--- config.mk ---
export PLATFORM = sky130hd
export DESIGN_NAME = bcd_seg_counter
export DESIGN_NICKNAME = d
export VERILOG_FILES = /design/src/rtl/seg_pkg.sv /design/src/rtl/bcd_seg_decode.sv /design/src/rtl/bcd_seg_counter.sv
export SDC_FILE = /design/constraint.sdc
export NUM_CORES = 1
export LEC_CHECK = 0
export ABC_AREA = 1
export CORE_MARGIN = 2
export CORE_UTILIZATION = 59
export DETAILED_ROUTE_END_ITERATION = 12
export DONT_BUFFER_PORTS = 1
export PLACE_DENSITY = 0.82
export SLEW_MARGIN = 15
export SYNTH_ARGS = -nofsm -noshare
export SYNTH_HDL_FRONTEND = slang
export SYNTH_SLANG_ARGS = --single-unit
--- constraint.sdc ---
create_clock -name clk -period 1.6 [get_ports clk]
set_input_delay 0.16 -clock clk [delete_from_list [all_inputs] [get_ports clk]]
set_output_delay 0.16 -clock clk [all_outputs]
set_load 0.005 [all_outputs]
--- src/rtl/seg_pkg.sv ---
`default_nettype none
// ============================================================================
//  Module      : seg_pkg
//  Description : Shared types and constants for the BCD seven-segment
//                counter: BCD nibble type, the largest legal BCD digit and
//                the active-high {g,f,e,d,c,b,a} pattern for each glyph.
//  Revision    : 1.0  initial release
// ============================================================================
package seg_pkg;

    typedef logic [3:0] bcd_t;

    localparam bcd_t BCD_MAX = 4'd9;

    // Active-high segment patterns, bit order {g,f,e,d,c,b,a}
    localparam logic [6:0] SEG_0     = 7'b0111111;
    localparam logic [6:0] SEG_1     = 7'b0000110;
    localparam logic [6:0] SEG_2     = 7'b1011011;
    localparam logic [6:0] SEG_3     = 7'b1001111;
    localparam logic [6:0] SEG_4     = 7'b1100110;
    localparam logic [6:0] SEG_5     = 7'b1101101;
    localparam logic [6:0] SEG_6     = 7'b1111101;
    localparam logic [6:0] SEG_7     = 7'b0000111;
    localparam logic [6:0] SEG_8     = 7'b1111111;
    localparam logic [6:0] SEG_9     = 7'b1101111;
    localparam logic [6:0] SEG_BLANK = 7'b0000000;

    // Non-decimal nibbles are treated as zero wherever a BCD value enters.
    function automatic bcd_t bcd_sanitize(input bcd_t d);
        return (d > BCD_MAX) ? 4'd0 : d;
    endfunction

endpackage : seg_pkg
`default_nettype wire

--- src/rtl/bcd_seg_decode.sv ---
`default_nettype none
// ============================================================================
//  Module      : bcd_seg_decode
//  Description : Combinational BCD to seven-segment decoder for one digit.
//  Ports       : nibble     - BCD digit to show
//                blank      - 1 forces all segments off
//                active_low - 1 inverts the output (segment on when 0)
//                pattern    - {g,f,e,d,c,b,a}
//  Revision    : 1.0  initial release
// ============================================================================
module bcd_seg_decode
    import seg_pkg::*;
(
    input  bcd_t       nibble,
    input  logic       blank,
    input  logic       active_low,
    output logic [6:0] pattern
);

    logic [6:0] w_glyph;

    always_comb begin
        w_glyph = SEG_BLANK;
        if (!blank) begin
            case (nibble)
                4'd0:    w_glyph = SEG_0;
                4'd1:    w_glyph = SEG_1;
                4'd2:    w_glyph = SEG_2;
                4'd3:    w_glyph = SEG_3;
                4'd4:    w_glyph = SEG_4;
                4'd5:    w_glyph = SEG_5;
                4'd6:    w_glyph = SEG_6;
                4'd7:    w_glyph = SEG_7;
                4'd8:    w_glyph = SEG_8;
                4'd9:    w_glyph = SEG_9;
                default: w_glyph = SEG_BLANK;
            endcase
        end
    end

    assign pattern = active_low ? ~w_glyph : w_glyph;

endmodule : bcd_seg_decode
`default_nettype wire

--- src/rtl/bcd_seg_counter.sv ---
`default_nettype none
// ============================================================================
//  Module      : bcd_seg_counter
//  Description : Multi-digit BCD up/down counter with prescaler, clear,
//                parallel load, wrap flag and per-digit seven-segment decode
//                with optional leading-zero blanking.
//  Ports       : clk, rst_n (async, active low)
//                en        - count enable, gates the prescaler
//                up_dn     - 1 up, 0 down (sampled on the step cycle)
//                clr       - synchronous clear (highest priority)
//                load      - synchronous parallel load of load_val
//                load_val  - BCD value, digit 0 in [3:0]
//                count_bcd - registered BCD count
//                seg       - 7 bits per digit, digit 0 in [6:0]
//                tick      - one-cycle pulse with each count step
//                wrap      - one-cycle pulse when the count wraps
//  Revision    : 1.0  initial release
// ============================================================================
module bcd_seg_counter
    import seg_pkg::*;
#(
    parameter int NUM_DIGITS     = 4,
    parameter int PRESCALE       = 50000000,
    parameter int SEG_ACTIVE_LOW = 1,
    parameter int BLANK_LEADING  = 1
) (
    input  logic                    clk,
    input  logic                    rst_n,
    input  logic                    en,
    input  logic                    up_dn,
    input  logic                    clr,
    input  logic                    load,
    input  logic [4*NUM_DIGITS-1:0] load_val,
    output logic [4*NUM_DIGITS-1:0] count_bcd,
    output logic [7*NUM_DIGITS-1:0] seg,
    output logic                    tick,
    output logic                    wrap
);

    localparam int              c_PS_W    = (PRESCALE > 1) ? $clog2(PRESCALE) : 1;
    localparam logic [c_PS_W-1:0] c_PS_LAST = c_PS_W'(PRESCALE - 1);

    logic [c_PS_W-1:0]       r_pre;
    logic [4*NUM_DIGITS-1:0] r_count;
    logic                    r_tick;
    logic                    r_wrap;

    logic                    w_step;
    logic [4*NUM_DIGITS-1:0] w_step_next;
    logic                    w_step_wrap;
    logic [4*NUM_DIGITS-1:0] w_load_clean;
    logic [NUM_DIGITS-1:0]   w_blank;

    assign w_step = en && (r_pre == c_PS_LAST);

    // Ripple carry (up) or borrow (down) from digit 0 upward. A carry/borrow
    // that survives past the top digit means the whole count wrapped.
    always_comb begin
        logic cy;
        bcd_t d;
        cy          = 1'b1;
        w_step_next = r_count;
        for (int k = 0; k < NUM_DIGITS; k++) begin
            d = r_count[4*k +: 4];
            if (cy) begin
                if (up_dn) begin
                    if (d >= BCD_MAX) begin
                        d = 4'd0;
                    end else begin
                        d  = d + 4'd1;
                        cy = 1'b0;
                    end
                end else begin
                    if (d == 4'd0) begin
                        d = BCD_MAX;
                    end else begin
                        d  = d - 4'd1;
                        cy = 1'b0;
                    end
                end
            end
            w_step_next[4*k +: 4] = d;
        end
        w_step_wrap = cy;
    end

    always_comb begin
        w_load_clean = '0;
        for (int k = 0; k < NUM_DIGITS; k++) begin
            w_load_clean[4*k +: 4] = bcd_sanitize(load_val[4*k +: 4]);
        end
    end

    always_ff @(posedge clk or negedge rst_n) begin
        if (!rst_n) begin
            r_pre   <= '0;
            r_count <= '0;
            r_tick  <= 1'b0;
            r_wrap  <= 1'b0;
        end else begin
            r_tick <= 1'b0;
            r_wrap <= 1'b0;
            if (clr) begin
                r_pre   <= '0;
                r_count <= '0;
            end else if (load) begin
                r_pre   <= '0;
                r_count <= w_load_clean;
            end else if (w_step) begin
                r_pre   <= '0;
                r_count <= w_step_next;
                r_tick  <= 1'b1;
                r_wrap  <= w_step_wrap;
            end else if (en) begin
                r_pre   <= r_pre + 1'b1;
            end
        end
    end

    assign count_bcd = r_count;
    assign tick      = r_tick;
    assign wrap      = r_wrap;

    // Scan from the top digit down: a digit is blank while every digit at
    // or above it is zero. Digit 0 always shows.
    always_comb begin
        logic nz;
        nz      = 1'b0;
        w_blank = '0;
        for (int k = NUM_DIGITS - 1; k >= 1; k--) begin
            nz         = nz | (r_count[4*k +: 4] != 4'd0);
            w_blank[k] = (BLANK_LEADING != 0) && !nz;
        end
    end

    generate
        for (genvar g = 0; g < NUM_DIGITS; g++) begin : g_digit
            bcd_seg_decode u_dec (
                .nibble     (r_count[4*g +: 4]),
                .blank      (w_blank[g]),
                .active_low (SEG_ACTIVE_LOW != 0),
                .pattern    (seg[7*g +: 7])
            );
        end
    endgenerate

endmodule : bcd_seg_counter
`default_nettype wire

==> metrics.yaml, run 1 <==
route.detailed.drc: 0
instances_no_fill: 803
finalCriticalPeriod_ns: 1.71
die_area_mm2: 0.00773
numCtsBuffers: 5
slew_headroom_pct: 71.7
crit_path_max_fanout: 3
rows: 30
synth_warnings: 0
synth_cell_type_count: 36
drive_gt1_share_pct: 31.5
setup_ws_ns: -0.111
slew_viol_final: 0
ctsLongestPathBuffers: 2
startpoint_type: "flop"
grtUsageTotal_pct: 30.7
rsz0062_at_grt: "yes"
final_nets: 756
maxCapViolCount: 0
wl_per_cell_um: 16.7
synthXorXnorAreaFrac_pct: 1.90
vdd_ir_drop_max_uv: 459
coreArea_mm2: 0.00679
crit_path_cell_trace: "inv_2 -> buf_4 -> buf_4 -> ha_2 -> nand2_1 -> o21ai_1 -> nand2_1"
ant_nets: 0
antenna_found_initial: 0
grt_pass1_vias: 4249
synth_fa_ha_area_share_pct: 8.43
powerDensity_mw_per_mm2: 676
cts_tree: "yes"
setup-violations-final: 17
synth_compound_area_share_pct: 8.70
fin_crit_sh_pct: 107
critPathKind: "flop to output pin"
syn_avg_cell_area_um2: 6.39
numClockSinks: 44
ios: 68
synth_top_family_by_area: "simple AND/OR/NAND/NOR gates"
syn-cell-area_mm2: 0.00416
critPathArrivalTime_ns: 1.55
grt_max_degree: 45
slowest_stage: "dfrtp_1"
htree_levels: 2
finClkSkew_ns: 0.00948
hold_viol_final: 0
first_pass_iters: 5
drt_iter0_drc: 485
synth.area.mux_share_pct: 0
routabilityCongestion: 0.978
start_util_pct: 61.2
synthCells: 650
clk_pin_slew_ns: 0.09
insertion_delay_ns: 0.30
ys_ff_latch: 44
dp.cells: 769
n_antenna_cell: 0
post-dp-hpwl_um: 8590
end_kind: "output pin"
syn_nets: 700
clockRootBuffer: "clkbuf_8"
viasPerCell: 5.91
critical-path-top-delay-family: "flip-flops"
portBuffers: 0
vias: 4749
fin_hold_ws_ns: 0.0486
die-width_um: 87.9
leakage_uw: 0.00259
synthSimpleGateAreaFrac_pct: 44.6
worst_pin_slew_ns: 0.424
synth-seq-area-share_pct: 26.5
crit_path_max_incr_delay_ns: 0.41
crit_required_ns: 1.44
max_freq_mhz: 584
violations: "setup timing"
cp_num_buf_inv: 3
hp-class: "input port to flop"
n_fill_cell: 436
grt-ovfl-total: 0
area_growth_pct: 29.7
grt_pass1_wl_um: 18800
die_h_um: 87.9
drt-total-wl_um: 13400
status: "finished, violations left"
final timing paths:
path                            slack, ns                      start  depth (start not counted)                   endpoint
worst max-delay path                -0.11  count_bcd[12]$_DFFE_PN0P_                          7                    seg[25]
worst min-delay path                 0.05                        clr                          3   count_bcd[5]$_DFFE_PN0P_
worst max register to register      -0.02   count_bcd[9]$_DFFE_PN0P_                         10  count_bcd[11]$_DFFE_PN0P_
worst min register to register       0.57      r_pre[19]$_DFFE_PN0P_                          2      r_pre[19]$_DFFE_PN0P_
max in group asynchronous            1.02                      rst_n                          2       r_pre[9]$_DFFE_PN0P_
min in group asynchronous            0.35                      rst_n                          2   count_bcd[1]$_DFFE_PN0P_
cell usage after synthesis (all sizes together):
library cell,instances,area (µm²)
a21oi,26,130
clkinv,1,3.75
ha,28,350
nor3,15,75.1
nand3b,3,22.5
and3,1,6.26
a31oi,4,25.0
o21ai,26,138
xnor2,1,8.76
buf,15,109
nor2,79,372
inv,79,297
a32o,1,10.0
or2,7,43.8
nand2,220,891
xor2,8,70.1
nand3,76,395
dfrtp,44,1100
o211ai,4,30.0
and2,1,6.26
o21bai,1,7.51
o22ai,1,6.26
o31ai,2,15.0
nand4,7,43.8
cells by family (layout without fill, tap and decap cells):
group           after synthesis  in the layout
xor+xnor                      9              9
fa+ha+maj                    28             28
simple gates                409            409
flops                        44             44
buf+inv                      95            152
compound gates               65             65
stage by stage:
| step | total power, µW | TNS (ns) | utilization, % | worst slack (ns) | cell area (µm²) |
|---|---|---|---|---|---|
| 5_1_grt | 3830 | -3.30 | 79.3 | -0.171 | 5390 |
| 6_report | 3640 | -0.522 | 79.3 | -0.111 | 5390 |
| 3_3_place_gp | 2300 | 0 | 65.7 | 0.0237 | 4470 |
| 3_5_place_dp | 2340 | -0.290 | 65.7 | -0.0436 | 4470 |
| 4_1_cts | 3280 | -0.186 | 71.7 | -0.0374 | 4870 |
| 2_1_floorplan | 2010 | 0 | - | 0.0220 | 4160 |
power by group:
part | internal (µW) | switching, µW
Sequential | 1170 | 66.7
Clock | 353 | 383
Combinational | 704 | 973
Total | 2220 | 1420
tightest hold or removal path, cell delays in order:
cell and delay, ns:
a21oi_1 0.03, nand3_1 0.07, nand2_1 0.05
flip-flops by register name, summed over array words and instances, names as in the netlist:
signal / flops
count_bcd: 16
r_pre: 26
tick: 1
wrap: 1
repair_timing:
action | in CTS | in global routing
gates resized for setup | 66 | 112
hold endpoints to repair | 44 | 0
hold buffers | 2 | 0
cloned | 0 | 1
pin swaps | 17 | 45
setup buffers | 10 | 13
setup endpoints to repair | 36 | 55
metal layers:
layer	GRT usage (%)	vias up	wire, µm
met2	56.7	254	6860
met4	12.2	0	630
met3	4.90	73	1050
met1	35.1	2232	4870
met5	0	-	0
li1	-	2190	-
placed cells by master (no fill, tap or decap), types with 3 or more instances in the layout:
cell        n
nand3_1    62
nand2_2    25
nand3_2    12
inv_4       3
ha_2        5
nand2_1   177
o211ai_1    4
clkbuf_8    6
or2_4       4
a21oi_2     3
nor2_4     18
a31oi_1     3
ha_1       13
o21ai_0    11
nor3_1     13
o21ai_2     9
nor2_1     49
inv_2      14
dfrtp_1    37
a21oi_1    23
buf_6      10
nand2_4    18
nand4_1     7
nand3b_1    3
dfrtp_2     7
ha_4       10
buf_4      50
o21ai_1     5
xor2_1      7
inv_1      59
nor2_2     12
area by class of cell:
class,instances,area (µm²),share of cell area (%)
Inverter,80,324,6.01
Multi-Input combinational cell,511,3170,58.9
Sequential cell,44,1110,20.6
Tap cell,96,120,2.23
Timing Repair Buffer,64,571,10.6
Clock buffer,8,90.1,1.67
Power figures use the tool's default switching activity.
==> run 2: changes to the inputs <==
--- a/config.mk
+++ b/config.mk
@@ -11,7 +11,6 @@
 export DETAILED_ROUTE_END_ITERATION = 12
 export DONT_BUFFER_PORTS = 1
 export PLACE_DENSITY = 0.82
-export SLEW_MARGIN = 15
 export SYNTH_ARGS = -nofsm -noshare
 export SYNTH_HDL_FRONTEND = slang
 export SYNTH_SLANG_ARGS = --single-unit
==> results of run 2 <==
No change in the layout: final DEF, timing and power equal those of run 1.
